File: config.mk
export PLATFORM = sky130hd
export DESIGN_NAME = memory_access
export DESIGN_NICKNAME = d
export VERILOG_FILES = /design/src/rtl/memory_access.sv
export SDC_FILE = /design/constraint.sdc
export NUM_CORES = 1
export LEC_CHECK = 0
export CORE_ASPECT_RATIO = 1.75
export CORE_MARGIN = 5
export CORE_UTILIZATION = 40
export CTS_BUF_LIST = sky130_fd_sc_hd__clkbuf_4 sky130_fd_sc_hd__clkbuf_8 sky130_fd_sc_hd__clkbuf_16
export DETAILED_ROUTE_END_ITERATION = 6
export GPL_TIMING_DRIVEN = 0
export PLACE_DENSITY_LB_ADDON = 0.08
export SLEW_MARGIN = 20
export SYNTH_ARGS = -nofsm -noshare
export SYNTH_HDL_FRONTEND = slang
export SYNTH_SLANG_ARGS = --single-unit
export TNS_END_PERCENT = 1
File: constraint.sdc
create_clock -name clk -period 2.4 [get_ports clk]
set_input_delay 0.6 -clock clk [delete_from_list [all_inputs] [get_ports clk]]
set_output_delay 0.6 -clock clk [all_outputs]
set_load 0.01 [all_outputs]
File: src/rtl/memory_access.sv
// memory_access: memory stage of the five-stage MIPS pipeline.
//
// Takes one execute-stage record at a time. Loads and stores are issued to
// data memory over a valid/addr_ok/data_ok handshake; every other record
// (including misaligned accesses) completes directly. A completed record is
// handed to writeback with a one-cycle writeback_enable pulse, together with
// the aligned/extended load data and the E/M select.
//
// Ports:
//   clk, reset             clock; asynchronous active-low reset
//   in_valid, in_ready     record handshake with the execute stage
//   flush                  blocks acceptance while idle
//   execute_data_reg       incoming execute record
//   dreq_*                 data memory request (valid/addr/write/strobe/wdata)
//   dresp_*                data memory response (addr_ok/data_ok/rdata)
//   writeback_enable       one-cycle pulse when a record completes
//   m_or_e                 SEL_M for completed loads/stores, SEL_E otherwise
//   read_data              aligned, extended load data (0 for non-loads)
//   memory_data_reg        completed record, memory view
//   execute_data_out       completed record, execute view
//   stall                  front of pipeline must hold (transaction outstanding)
//   addr_error             one-cycle pulse on a misaligned access

package common;
  typedef logic [31:0] u32;
endpackage

package pipes;
  typedef struct packed {
    common::u32 pc;
    common::u32 instruction;
    common::u32 alu_result;
    common::u32 rt_value;
    logic [4:0] write_reg;
    logic       reg_write;
    logic       mem_to_reg;
  } execute_data_t;

  typedef struct packed {
    common::u32 pc;
    common::u32 instruction;
    common::u32 alu_result;
    logic [4:0] write_reg;
    logic       reg_write;
    logic       mem_to_reg;
  } memory_data_t;

  localparam logic SEL_E = 1'b0;
  localparam logic SEL_M = 1'b1;
endpackage

module memory_access
  import common::*;
  import pipes::*;
(
  input  logic          clk,
  input  logic          reset,
  input  logic          in_valid,
  output logic          in_ready,
  input  logic          flush,
  input  execute_data_t execute_data_reg,
  output logic          dreq_valid,
  output logic [31:0]   dreq_addr,
  output logic          dreq_write,
  output logic [3:0]    dreq_strobe,
  output logic [31:0]   dreq_wdata,
  input  logic          dresp_addr_ok,
  input  logic          dresp_data_ok,
  input  logic [31:0]   dresp_rdata,
  output logic          writeback_enable,
  output logic          m_or_e,
  output u32            read_data,
  output memory_data_t  memory_data_reg,
  output execute_data_t execute_data_out,
  output logic          stall,
  output logic          addr_error
);

  typedef enum logic [1:0] {IDLE, ADDR, DATA} state_t;

  state_t        state, state_next;
  execute_data_t rec;
  execute_data_t done_rec;
  memory_data_t  done_mem;
  logic [5:0]    in_op, done_op;
  u32            in_addr, load_data;
  logic          in_load, in_store, in_mem, in_mis;
  logic          accept, start_mem, direct_done, mem_done, complete;
  logic [3:0]    store_strobe;
  u32            store_wdata;

  function automatic logic op_is_load(input logic [5:0] op);
    return (op == 6'h20) || (op == 6'h24) || (op == 6'h21) ||
           (op == 6'h25) || (op == 6'h23);
  endfunction

  function automatic logic op_is_store(input logic [5:0] op);
    return (op == 6'h28) || (op == 6'h29) || (op == 6'h2b);
  endfunction

  function automatic logic op_misaligned(input logic [5:0] op, input logic [1:0] a);
    case (op)
      6'h21, 6'h25, 6'h29: return a[0];
      6'h23, 6'h2b:        return a != 2'b00;
      default:             return 1'b0;
    endcase
  endfunction

  // The addressed byte/halfword is brought down to bit 0, then extended.
  function automatic u32 align_load(input logic [5:0] op, input logic [1:0] a,
                                    input u32 rdata);
    u32 shifted;
    shifted = rdata >> {a, 3'b000};
    case (op)
      6'h20:   return {{24{shifted[7]}}, shifted[7:0]};
      6'h24:   return {24'b0, shifted[7:0]};
      6'h21:   return {{16{shifted[15]}}, shifted[15:0]};
      6'h25:   return {16'b0, shifted[15:0]};
      default: return shifted;
    endcase
  endfunction

  assign in_op    = execute_data_reg.instruction[31:26];
  assign in_addr  = execute_data_reg.alu_result;
  assign in_load  = op_is_load(in_op);
  assign in_store = op_is_store(in_op);
  assign in_mem   = in_load || in_store;
  assign in_mis   = op_misaligned(in_op, in_addr[1:0]);

  assign in_ready   = (state == IDLE);
  assign stall      = (state != IDLE);
  assign dreq_valid = (state == ADDR);

  assign accept      = in_ready && in_valid && !flush;
  assign start_mem   = accept && in_mem && !in_mis;
  assign direct_done = accept && !start_mem;
  assign mem_done    = ((state == ADDR) && dresp_addr_ok && dresp_data_ok) ||
                       ((state == DATA) && dresp_data_ok);
  assign complete    = direct_done || mem_done;

  // Direct completions come from the incoming record; memory completions
  // come from the record held since acceptance.
  assign done_rec  = (state == IDLE) ? execute_data_reg : rec;
  assign done_op   = done_rec.instruction[31:26];
  assign load_data = align_load(done_op, done_rec.alu_result[1:0], dresp_rdata);

  always_comb begin
    done_mem            = '0;
    done_mem.pc          = done_rec.pc;
    done_mem.instruction = done_rec.instruction;
    done_mem.alu_result  = done_rec.alu_result;
    done_mem.write_reg   = done_rec.write_reg;
    done_mem.reg_write   = done_rec.reg_write;
    done_mem.mem_to_reg  = done_rec.mem_to_reg;
  end

  // Store data is replicated across lanes; the strobe picks the live bytes.
  always_comb begin
    store_strobe = 4'b0000;
    store_wdata  = execute_data_reg.rt_value;
    case (in_op)
      6'h28: begin
        store_strobe = 4'b0001 << in_addr[1:0];
        store_wdata  = {4{execute_data_reg.rt_value[7:0]}};
      end
      6'h29: begin
        store_strobe = 4'b0011 << in_addr[1:0];
        store_wdata  = {2{execute_data_reg.rt_value[15:0]}};
      end
      6'h2b: store_strobe = 4'b1111;
      default: ;
    endcase
  end

  always_ff @(posedge clk or negedge reset) begin
    if (!reset) state <= IDLE;
    else        state <= state_next;
  end

  // data_ok is only honoured once the address phase has been accepted.
  always_comb begin
    state_next = state;
    case (state)
      IDLE: if (start_mem) state_next = ADDR;
      ADDR: if (dresp_addr_ok) state_next = dresp_data_ok ? IDLE : DATA;
      DATA: if (dresp_data_ok) state_next = IDLE;
      default: state_next = IDLE;
    endcase
  end

  // Request fields are captured at acceptance so they stay stable in ADDR.
  always_ff @(posedge clk or negedge reset) begin
    if (!reset) begin
      rec         <= '0;
      dreq_addr   <= '0;
      dreq_write  <= 1'b0;
      dreq_strobe <= 4'b0000;
      dreq_wdata  <= '0;
    end else if (start_mem) begin
      rec         <= execute_data_reg;
      dreq_addr   <= {in_addr[31:2], 2'b00};
      dreq_write  <= in_store;
      dreq_strobe <= store_strobe;
      dreq_wdata  <= store_wdata;
    end
  end

  // Completion outputs hold until the next completion; the pulses last one cycle.
  always_ff @(posedge clk or negedge reset) begin
    if (!reset) begin
      writeback_enable <= 1'b0;
      addr_error       <= 1'b0;
      m_or_e           <= SEL_E;
      read_data        <= '0;
      memory_data_reg  <= '0;
      execute_data_out <= '0;
    end else begin
      writeback_enable <= complete;
      addr_error       <= direct_done && in_mem;
      if (complete) begin
        execute_data_out <= done_rec;
        memory_data_reg  <= done_mem;
        m_or_e           <= mem_done ? SEL_M : SEL_E;
        read_data        <= (mem_done && op_is_load(done_op)) ? load_data : '0;
      end
    end
  end

endmodule

==> metrics.log, run 1 <==
INFO  metric flop_pwr_share = 40.1%
INFO  metric drive_above_1_share = 22.2%
INFO  metric count_of_boundary_i_o_pins = 518
INFO  metric drt-initial-drc-count = 555
INFO  metric cp-start-kind = flip-flop
INFO  metric finalNonFillerCells = 2,471
INFO  metric finalNetCount = 2,122
INFO  metric finalClockSkew = 0.0131 ns
INFO  metric netlist_area_before_placement = 15,900 um^2
INFO  metric dieHeight = 274 um
INFO  metric worstHoldPathType = in2async
INFO  metric avgRoutedWirePerCell = 21.6 um
INFO  metric gp_routability_congestion = 0.898
INFO  metric power.combinational.fraction = 32.8%
INFO  metric synth_largest_type_area_fraction = 52.9%
INFO  metric layout.core_utilization = 58.9%
INFO  metric drt_pass1_iterations = 5
INFO  metric maxCapViolCount = 0
INFO  metric leakage_power = 0.0109 uW
INFO  metric max_freq = 415 MHz
INFO  metric synth-edff-count = 0
INFO  metric dpl_worst_slack = -1.21 ns
INFO  metric hold_viol = 0
INFO  metric port_buffers = 514
INFO  metric worstPathCellList = or2_1, buf_6, inv_8, buf_12, clkdlybuf4s15_2
INFO  metric synth-seq-cells = 336
INFO  metric synth_area_per_cell = 11.5 um^2
INFO  metric post-route-cell-area = 23,200 um^2
INFO  metric cpMaxStageDelayCell = sky130_fd_sc_hd__dfrtp_2
INFO  metric vias_in_the_first_global_route = 12,700
INFO  metric tritoncts = built
INFO  metric power_switching = 5670 uW
INFO  metric final.min_clock_period = 2.41 ns
INFO  metric placedInstanceArea = 21,800 um^2
INFO  metric yosysSeqAreaShare = 52.9%
INFO  metric p_sw_share = 28.9%
INFO  metric cp_max_fo = 10
INFO  metric clockRootBuffer = sky130_fd_sc_hd__clkbuf_16
INFO  metric relSlewSlack = 37.0%
INFO  metric slack_of_the_critical_path = -0.00980 ns
INFO  metric tritoncts.num_buffers = 34
INFO  metric clk_buf_depth = 3
INFO  metric slew_viol_final = 0
INFO  metric die_area = 44,000 um^2
INFO  metric synth_warnings = 0
INFO  metric clock_power_share = 27.0%
INFO  metric fillerInstances = 3,411
INFO  metric synth_ff_type = sky130_fd_sc_hd__dfrtp_1
INFO  metric clkSlewWorstSetupHoldPaths = 0.07 ns
INFO  metric p_per_area = 849 nW/um^2
INFO  metric syn_inst = 1,387
INFO  metric h-tree-depth = 2
INFO  metric irDropWorstVdd = 0.000675 V
INFO  metric dp_cells = 2,395
INFO  metric worst_skew_pair.late_latency = 0.53 ns
INFO  metric post-synth-top-area-cell = sky130_fd_sc_hd__dfrtp_1
INFO  metric final_min_period_over_clock_period = 100%
INFO  metric detailed_place_hpwl = 41,600 um
INFO  metric failed_checks = setup timing
INFO  metric top_area_cells_in_the_synthesized_netlist = sky130_fd_sc_hd__dfrtp_1 (53%), sky130_fd_sc_hd__mux2i_1 (11%), sky130_fd_sc_hd__mux2_2 (9.9%)
INFO  metric intPower = 14,000 uW
INFO  metric drt-total-wl = 53,400 um
INFO  metric antenna_left = 0
INFO  metric grt_max_degree = 99
INFO  metric fp.dieW = 161 um
INFO  metric setup_viol = 2
INFO  metric cp-end-kind = primary output
INFO  metric worstMarginPinSlew = 0.945 ns
INFO  metric clkSinkCount = 336
INFO  metric fp.coreArea = 39,300 um^2
INFO  metric vias_per_inst = 5.05
INFO  metric rsz0062_at_grt = yes
INFO  metric remaining_drc_errors = 0
INFO  metric cts.hold.buffers_added = 0
INFO  metric grt_overflow_total = 0
INFO  metric reg2reg_depth = 9
INFO  metric initial_core_util = 40.5%
INFO  metric outcome = finished, violations left
INFO  metric grt_pass1_wl = 79,200 um
INFO  metric core.rowCount = 96
INFO  metric critPathKind = reg2out
INFO  metric cp.required = 1.80 ns
INFO  metric cp_data_arrival_time = 1.81 ns
INFO  metric synth_cell_type_count = 48
INFO  metric critPathMaxStageDelay = 0.41 ns
INFO  metric antenna_found_initial = 10
INFO  metric route.vias.total = 12,500
INFO  metric synthArstFlopShare = 100%
INFO  metric groute.usage.overall = 23.3%
INFO  metric areaGrowthSynthToFinish = 45.6%
[registers in the layout, summed over array words and instances, names as in the netlist]
signal and count:
dreq_write 1, writeback_enable 1, read_data 32, addr_error 1
m_or_e 1, state 2, rec 127, execute_data_out 135
dreq_wdata 32, dreq_strobe 4
[per-stage QoR]
stage	TNS [ns]	total power, uW	hold slack [ns]
6_report	-0.0101	19600	0.0279
5_1_grt	-1.92	20600	0.0721
4_1_cts	-0.0758	19900	0.0495
3_5_place_dp	-271.47	14500	0.450
3_3_place_gp	-4963.29	14300	0.448
2_1_floorplan	0	10700	0.304
[cell usage in the layout (no fill, tap or decap), types with 17 or more instances in the layout]
cell,count
sky130_fd_sc_hd__a21oi_1,33
sky130_fd_sc_hd__o21ai_0,153
sky130_fd_sc_hd__a22o_1,17
sky130_fd_sc_hd__nand2_1,181
sky130_fd_sc_hd__buf_6,20
sky130_fd_sc_hd__clkdlybuf4s50_1,503
sky130_fd_sc_hd__clkbuf_16,35
sky130_fd_sc_hd__clkbuf_1,22
sky130_fd_sc_hd__dfrtp_1,334
sky130_fd_sc_hd__mux2_2,139
sky130_fd_sc_hd__o21ai_1,33
sky130_fd_sc_hd__nor2_1,30
sky130_fd_sc_hd__mux2i_1,169
sky130_fd_sc_hd__buf_4,155
[worst paths after layout]
path,slack [ns],end,startpoint
max,-0.01,in_ready,state[0]
min,0.03,execute_data_out[55],reset
max reg2reg,0,read_data[13],state[0]
min reg2reg,0.48,execute_data_out[34],execute_data_out[34]
max in group asynchronous,0.61,read_data[24],reset
min in group clk,0.48,execute_data_out[34],execute_data_out[34]
[power groups by stage]
stage | logic [uW] | clock network, uW | registers, uW
floorplan | 2700 | 0 | 8000
global placement | 6350 | 0 | 7940
detailed placement | 6470 | 0 | 7980
CTS | 6540 | 5480 | 7890
global route | 6920 | 5680 | 8050
finish | 6450 | 5310 | 7880
[synth_stat cells, types with 2 or more instances]
library cell,instances
sky130_fd_sc_hd__buf_6,19
sky130_fd_sc_hd__o21ai_0,153
sky130_fd_sc_hd__a21oi_1,33
sky130_fd_sc_hd__nor2b_1,4
sky130_fd_sc_hd__a21o_1,2
sky130_fd_sc_hd__inv_1,3
sky130_fd_sc_hd__nor3b_1,2
sky130_fd_sc_hd__buf_4,154
sky130_fd_sc_hd__buf_2,16
sky130_fd_sc_hd__a221o_1,7
sky130_fd_sc_hd__mux2_2,140
sky130_fd_sc_hd__clkbuf_1,34
sky130_fd_sc_hd__nand2b_1,5
sky130_fd_sc_hd__a21oi_2,3
sky130_fd_sc_hd__or2_1,2
sky130_fd_sc_hd__mux2i_1,171
sky130_fd_sc_hd__nand3_1,5
sky130_fd_sc_hd__nor2_1,30
sky130_fd_sc_hd__buf_1,4
sky130_fd_sc_hd__mux2i_4,2
sky130_fd_sc_hd__nand2_1,182
sky130_fd_sc_hd__nand3b_1,2
sky130_fd_sc_hd__dfrtp_1,336
sky130_fd_sc_hd__a22o_1,17
sky130_fd_sc_hd__and2_1,4
sky130_fd_sc_hd__o21ai_1,33
sky130_fd_sc_hd__and3_1,3
[logic make-up after synthesis]
group                  after synthesis  synth area share [%]
flip-flops                         336                  52.9
multiplexers                       313                  21.0
AO/OA/AOI/OAI                      261                  9.61
AND/OR/NAND/NOR                    245                  6.40
buffers and inverters              231                  10.1
other                                1                0.0236
[routing by layer]
layer | track usage, % | vias to the layer above | part of all wire (%)
li1 | - | 5790 | -
met1 | 24.3 | 6161 | 35
met2 | 44.7 | 437 | 55
met3 | 6.10 | 91 | 6.8
met4 | 8.40 | 2 | 3.5
met5 | 0 | - | 0.024
[worst max-delay path: cells and delay by family, from the launching register on]
| family | cells | cell delay [ns] |
|---|---|---|
| flops | 1 | 0.41 |
| simple gates | 1 | 0.23 |
| buf+inv | 4 | 0.62 |
[area by class of cell]
cell class                 instances  area [um^2]  share of cell area (%)
clock buffer                      53         1070                    4.61
clock inverter                     6         41.3                   0.178
inverter                           4         22.5                  0.0973
tap                              490          613                    2.65
sequential                       336         8410                    36.3
buffer                           227         1740                    7.52
antenna                            9         22.5                  0.0973
timing repair buffer             525         5290                    22.8
multi-input combinational        821         5950                    25.7
[repair_timing]
item | in CTS | in global routing
pin swaps | 5 | 3
setup endpoints to repair | 332 | 313
buffers inserted | 8 | 0
resized for setup | 59 | 25
Power figures use the tool's default switching activity.
==> run 2: changes to the inputs <==
Settings changed: CORE_MARGIN 5 to 3, CTS_CLUSTER_SIZE from default to 30, SKIP_CTS_REPAIR_TIMING from default to 1.
==> run 2 against run 1 <==
Against the previous run:
- the run still ends with setup timing left
- register-to-register slack about the same
- sequential cell count unchanged
- setup slack better by 0.0034 ns
- largest power group unchanged
- non-clock buffer count up 11
- critical path depth unchanged
- utilization up 0.65 points
- count of clock-buffer cells in the layout up 3
- power up 1.6%
- die area down 3.9%
- cell area up 1.1%
- global-route usage up 0.71 points
- wire length down 1.7%
==> metrics.log, run 2 (synthesis gave the netlist of run 1 again) <==
INFO  metric timing.critical_path.max_delay_family = buffers and inverters
INFO  metric grt_overflow_total = 0 (unchanged)
INFO  metric slack_of_the_critical_path = -0.00637 ns (+0.00344 ns)
INFO  metric fp.coreArea = 39,300 um^2 (unchanged)
INFO  metric remaining_drc_errors = 0 (unchanged)
INFO  metric grt_pass1_wl = 77,800 um (-1.7%)
INFO  metric finalNonFillerCells = 2,480 (+0.36%)
INFO  metric critPathMaxStageDelay = 0.45 ns (+0.04 ns)
INFO  metric gp_routability_congestion = 0.893 (-0.49%)
INFO  metric layout.core_utilization = 59.6% (+0.65 points)
INFO  metric avgRoutedWirePerCell = 21.1 um (-2.1%)
INFO  metric layout.cells.most_common = sky130_fd_sc_hd__clkdlybuf4s50_1
INFO  metric port_buffers = 514 (unchanged)
INFO  metric setup_viol = 1 (-1)
INFO  metric largest_register_ff_count = 135 (unchanged)
INFO  metric slew_viol_final = 0 (unchanged)
INFO  metric initial_core_util = 40.5% (unchanged)
INFO  metric tritoncts = built
INFO  metric irDropWorstVdd = 0.000654 V (-3.1%)
INFO  metric placedInstanceArea = 21,800 um^2 (+0.13%)
INFO  metric dieHeight = 270 um (-1.5%)
INFO  metric setup_tns = -0.00637 ns (+0.00377 ns)
INFO  metric grt_max_degree = 91 (-8.1%)
INFO  metric drt-initial-drc-count = 488 (-12%)
INFO  metric die_area = 42,300 um^2 (-3.9%)
INFO  metric post-route-cell-area = 23,400 um^2 (+1.1%)
INFO  metric drive_above_1_share = 22.8% (+0.57 points)
INFO  metric drt-total-wl = 52,400 um (-1.7%)
INFO  metric clockRootBuffer = sky130_fd_sc_hd__clkbuf_16
INFO  metric worstPathCellList = or2_1, buf_6, inv_8, buf_8, clkbuf_2
INFO  metric maxCapViolCount = 0 (unchanged)
INFO  metric core.rowCount = 96 (unchanged)
INFO  metric critPathKind = reg2out
INFO  metric finalNetCount = 2,133 (+0.52%)
INFO  metric h-tree-depth = 2 (unchanged)
INFO  metric finalClockSkew = 0.0137 ns (+0.000569 ns)
INFO  metric relSlewSlack = 34.2% (-2.9 points)
INFO  metric groute.usage.overall = 24.0% (+0.71 points)
INFO  metric rsz0062_at_grt = yes
INFO  metric final.min_clock_period = 2.41 ns (-0.00344 ns)
INFO  metric clkSlewWorstSetupHoldPaths = 0.07 ns (about the same)
INFO  metric route.vias.total = 12,400 (-0.32%)
INFO  metric antenna_left = 0 (unchanged)
INFO  metric worstMarginPinSlew = 0.988 ns (+0.0428 ns)
INFO  metric cp.buffers_inverters = 4 (unchanged)
INFO  metric worst_skew_pair.late_latency = 0.52 ns (about the same)
INFO  metric cp.required = 1.80 ns (about the same)
INFO  metric final_min_period_over_clock_period = 100% (-0.14 points)
INFO  metric layout_common_cells = sky130_fd_sc_hd__clkdlybuf4s50_1 (503), sky130_fd_sc_hd__dfrtp_1 (334), sky130_fd_sc_hd__nand2_1 (182)
INFO  metric register_bank_with_the_most_flops = execute_data_out
INFO  metric max_freq = 416 MHz (+0.14%)
INFO  metric fp.dieW = 157 um (-2.5%)
INFO  metric p_per_area = 853 nW/um^2 (+0.52%)
INFO  metric clkSinkCount = 336 (unchanged)
INFO  metric count_of_boundary_i_o_pins = 518 (unchanged)
INFO  metric reg.largest.list = execute_data_out x135, rec x127
INFO  metric outcome = finished, violations left
INFO  metric vias_in_the_first_global_route = 12,700 (+0.11%)
INFO  metric vias_per_inst = 5.02 (-0.68%)
INFO  metric cp_max_fo = 10 (unchanged)
INFO  metric drt_pass1_iterations = 6 (+1)
INFO  metric hold_viol = 0 (unchanged)
INFO  metric worstHoldPathType = reg2reg
INFO  metric cp_data_arrival_time = 1.81 ns (about the same)
INFO  metric overall_power = 20,000 uW (+1.6%)
INFO  metric failed_checks = setup timing
INFO  metric dp_cells = 2,396 (+0.042%)
INFO  metric cp-end-kind = primary output
INFO  metric cp-start-kind = flip-flop
INFO  metric antenna_found_initial = 9 (-1)
INFO  metric detailed_place_hpwl = 40,600 um (-2.4%)
INFO  metric cpMaxStageDelayCell = sky130_fd_sc_hd__dfrtp_2
INFO  metric clk_buf_depth = 3 (unchanged)
INFO  metric areaGrowthSynthToFinish = 47.2%
INFO  metric tritoncts.num_buffers = 34 (unchanged)
INFO  metric leakage_power = 0.0111 uW (+1.8%)
run 2: changes by cell type in the layout (fill, tap and decap cells not counted), sizes merged, moves of 3 or more:
cell	previous run	this run
clkbuf	85	93
buf	208	214
dlygate4sd2	6	0
dlymetal6s2s	2	8
clkinvlp	3	0
diode	9	6
run 2: through the flow:
step | setup WS (ns) | hold WS, ns
2_1_floorplan | 0.0826 | 0.304
3_3_place_gp | -14.34 | 0.447
3_5_place_dp | -1.25 | 0.447
4_1_cts | -1.10 | -0.0738
5_1_grt | -0.0816 | 0.504
6_report | -0.00637 | 0.476
run 2: routing by layer:
metal  global-route usage, %  vias to the layer above  share of wire (%)  wire (um)
met2                    44.3                      417                 54      28500
met3                    5.88                      106                6.3       3300
met5                       0                        -              0.076         40
met1                    25.3                     6097                 35      18400
met4                    10.7                        6                4.2       2210
li1                        -                     5815                  -          -
run 2: report_power, final:
part / internal [uW] / total [uW] / switching [uW]
logic: 4000 / 6480 / 2480
clock network: 3390 / 5620 / 2230
registers: 6950 / 7880 / 926
run 2: final cells by class:
class / instances / area (um^2)
clock buffers: 56 / 1110
inverters: 4 / 22.5
clock inverters: 4 / 70.1
well taps: 490 / 613
plain buffers: 227 / 1750
repair buffers: 536 / 5460
fillers: 3311 / 15900
multi-input cells: 821 / 5950
flip-flops and latches: 336 / 8410
diodes: 6 / 15.0
run 2: final timing paths:
| kind | cells past startpoint | endpoint | slack, ns | start |
|---|---|---|---|---|
| worst min register to register | 2 | execute_data_out[32] | 0.48 | execute_data_out[32] |
| max in group asynchronous | 4 | execute_data_out[3] | 0.72 | reset |
| worst max register to register | 6 | read_data[13] | 0 | state[1] |
| worst max-delay path | 5 | in_ready | -0.006 | state[1] |
| worst min-delay path | 2 | execute_data_out[32] | 0.48 | execute_data_out[32] |
| min in group asynchronous | 2 | rec[56] | 0.54 | reset |
run 2: worst min-delay path, stage by stage (launching register included):
cell                      delay (ns)
sky130_fd_sc_hd__dfrtp_1        0.34
sky130_fd_sc_hd__nand2_1        0.04
sky130_fd_sc_hd__o21ai_0        0.06
==> run 3: changes to the inputs <==
Settings changed: SLEW_MARGIN 20 to 15.
==> run 3 against run 2 <==
Against the previous run:
- sequential share of layout area rose by 0.46 points
- maximum frequency is 2.3% lower
- wire length decreased by 0.35%
- combinational power shrank 0.8%
- the run still ends with setup timing left
- die area unchanged
- clock skew shrank 0.0012 ns
- cell area is 1.2% lower
- clock power fell by 11%
- count of clock-buffer cells in the layout decreased by 9
- critical path depth is the same
==> metrics.log, run 3 (synthesis gave the netlist of run 1 again) <==
INFO  metric outcome = finished, violations left
INFO  metric failed_checks = setup timing
INFO  metric relSlewSlack = 37.0% (+2.9 points)
INFO  metric leakage_power = 0.0110 uW (-1.4%)
INFO  metric cp.buffers_inverters = 4 (unchanged)
INFO  metric drt-total-wl = 52,200 um (-0.35%)
INFO  metric critPathKind = reg2out
INFO  metric core.rowCount = 96 (unchanged)
INFO  metric dp_cells = 2,395 (-0.042%)
INFO  metric irDropWorstVdd = 0.000703 V (+7.5%)
INFO  metric vias_per_inst = 5.07 (+0.97%)
INFO  metric slew_viol_final = 0 (unchanged)
INFO  metric tritoncts = built
INFO  metric worst_skew_pair.late_latency = 0.57 ns (+0.05 ns)
INFO  metric setup_viol = 2 (+1)
INFO  metric reg2reg_depth = 7 (+1)
INFO  metric dieHeight = 270 um (unchanged)
INFO  metric cp_num_cells = 5 (unchanged)
INFO  metric worstHoldPathType = reg2reg
INFO  metric areaGrowthSynthToFinish = 45.4%
INFO  metric global_route.usage.met3 = 5.22% (-0.66 points)
INFO  metric cp_max_fo = 10 (unchanged)
INFO  metric avgRoutedWirePerCell = 21.1 um (-0.11%)
INFO  metric groute.layer.met1.usage = 25.3% (about the same)
INFO  metric rsz0062_at_grt = yes
INFO  metric maxCapViolCount = 0 (unchanged)
INFO  metric globalRouteMet2Util = 45.4% (+1.1 points)
INFO  metric port_buffers = 514 (unchanged)
INFO  metric drive_above_1_share = 22.5% (-0.28 points)
INFO  metric drt-initial-drc-count = 464 (-4.9%)
INFO  metric clockRootBuffer = sky130_fd_sc_hd__clkbuf_16
INFO  metric final_min_period_over_clock_period = 103% (+2.4 points)
INFO  metric layout_common_cells = sky130_fd_sc_hd__clkdlybuf4s50_1 (504), sky130_fd_sc_hd__dfrtp_1 (333), sky130_fd_sc_hd__nand2_1 (182)
INFO  metric h-tree-depth = 1 (-1)
INFO  metric worst_r2r_endpoint = execute_data_out[100]
INFO  metric largest_register_ff_count = 135 (unchanged)
INFO  metric fillerInstances = 3,354 (+1.3%)
INFO  metric overall_power = 19,300 uW (-3.3%)
INFO  metric clkSinkCount = 336 (unchanged)
INFO  metric holdCritStartpoint = execute_data_out[32]
INFO  metric critPathMaxStageDelay = 0.45 ns (about the same)
INFO  metric clkSlewWorstSetupHoldPaths = 0.06 ns (about the same)
INFO  metric finalClockSkew = 0.0125 ns (-0.00120 ns)
INFO  metric fin_hold_ws = 0.475 ns (-0.000695 ns)
INFO  metric grt_pass1_wl = 78,100 um (+0.30%)
INFO  metric groute.usage.overall = 24.0% (-0.088 points)
INFO  metric p_per_area = 835 nW/um^2 (-2.1%)
INFO  metric antenna_found_initial = 8 (-1)
INFO  metric initial_core_util = 40.5% (unchanged)
INFO  metric cpMaxStageDelayCell = sky130_fd_sc_hd__dfrtp_2
INFO  metric finalNonFillerCells = 2,474 (-0.24%)
INFO  metric cp_data_arrival_time = 1.86 ns (+0.05 ns)
INFO  metric count_of_boundary_i_o_pins = 518 (unchanged)
INFO  metric antenna_left = 0 (unchanged)
INFO  metric final.min_clock_period = 2.46 ns (+0.0577 ns)
INFO  metric finalNetCount = 2,128 (-0.23%)
INFO  metric die_area = 42,300 um^2 (unchanged)
INFO  metric critical_path.startpoint = state[0]
INFO  metric detailed_place_hpwl = 40,400 um (-0.41%)
INFO  metric globalRoute.busiestLayer = met2
INFO  metric hold_viol = 0 (unchanged)
INFO  metric cp.required = 1.80 ns (about the same)
INFO  metric cp-end-kind = primary output
INFO  metric timing.rr.start = state[0]
INFO  metric timing.hold.worst_path_depth = 2 (unchanged)
INFO  metric drt_pass1_iterations = 4 (-2)
INFO  metric register_bank_with_the_most_flops = execute_data_out
INFO  metric timing.critical_path.max_delay_family = buffers and inverters
INFO  metric worstMarginPinSlew = 0.945 ns (-0.0428 ns)
INFO  metric worstPathCellList = or2_1, buf_6, inv_6, buf_8, clkbuf_2
INFO  metric r2r_slack = -0.01 ns (about the same)
INFO  metric remaining_drc_errors = 0 (unchanged)
INFO  metric slack_of_the_critical_path = -0.0640 ns (-0.0577 ns)
INFO  metric max_freq = 406 MHz (-2.3%)
INFO  metric route.vias.total = 12,500 (+0.72%)
INFO  metric clk_buf_depth = 3 (unchanged)
INFO  metric layout.cells.most_common = sky130_fd_sc_hd__clkdlybuf4s50_1
INFO  metric whs_endpoint = execute_data_out[32]
INFO  metric dpl_worst_slack = -1.27 ns (-0.0198 ns)
INFO  metric vias_in_the_first_global_route = 12,700 (-0.31%)
INFO  metric tritoncts.num_buffers = 31 (-8.8%)
INFO  metric grt_max_degree = 104 (+14%)
INFO  metric fp.dieW = 157 um (unchanged)
INFO  metric reg.largest.list = execute_data_out x135, rec x127
INFO  metric grt_overflow_total = 0 (unchanged)
INFO  metric fp.coreArea = 39,300 um^2 (unchanged)
INFO  metric gp_routability_congestion = 0.893 (unchanged)
INFO  metric cp-start-kind = flip-flop
-- run 3: cell types whose count changed in the layout (fill, tap and decap cells not counted), sizes merged --
cell	previous run	this run
buf	214	213
clkinvlp	0	2
clkinv	2	6
clkbuf	93	83
dlymetal6s2s	8	7
clkdlybuf4s50	503	504
bufinv	2	1
-- run 3: layout make-up --
type                    instances  area [um^2]  share of cell area (%)
diodes                          6         15.0                  0.0650
flip-flops and latches        336         8410                    36.4
clock inverters                 9         75.1                   0.325
clock buffers                  47          946                    4.09
plain buffers                 227         1710                    7.39
inverters                       4         20.0                  0.0866
multi-input cells             821         5950                    25.7
well taps                     490          613                    2.65
repair buffers                534         5380                    23.3
-- run 3: metal layers --
layer,routed length (um),part of all wire (%),vias to the layer above
li1,-,-,5807
met1,18500,35,6199
met2,28700,55,430
met3,3360,6.4,91
met4,1700,3.2,4
met5,18,0.034,-
-- run 3: report_power, final --
| group | switching (uW) | internal (uW) |
|---|---|---|
| Sequential | 926 | 6950 |
| Combinational | 2460 | 3960 |
| Clock | 2190 | 2820 |
-- run 3: tightest hold or removal path, stage by stage (launching register included) --
cell and delay (ns):
sky130_fd_sc_hd__dfrtp_1 0.34, sky130_fd_sc_hd__nand2_1 0.04, sky130_fd_sc_hd__o21ai_0 0.05
-- run 3: worst max path at each step --
stage / endpoint / slack [ns]
after detailed placement: execute_data_out[3] / -1.27
final: in_ready / -0.06
after global routing: in_ready / -0.14
after CTS: in_ready / -1.16
after floorplan: read_data[10] / 0.08
after global placement: dreq_wdata[1] / -14.34
-- run 3: through the flow --
step | instance area [um^2] | utilization [%] | setup TNS, ns
2_1_floorplan | 15900 | - | 0
3_3_place_gp | 21700 | 55.2 | -5072.76
3_5_place_dp | 21800 | 55.4 | -283.48
4_1_cts | 22800 | 58.0 | -84.61
5_1_grt | 23100 | 58.8 | -2.88
6_report | 23100 | 58.9 | -0.0697
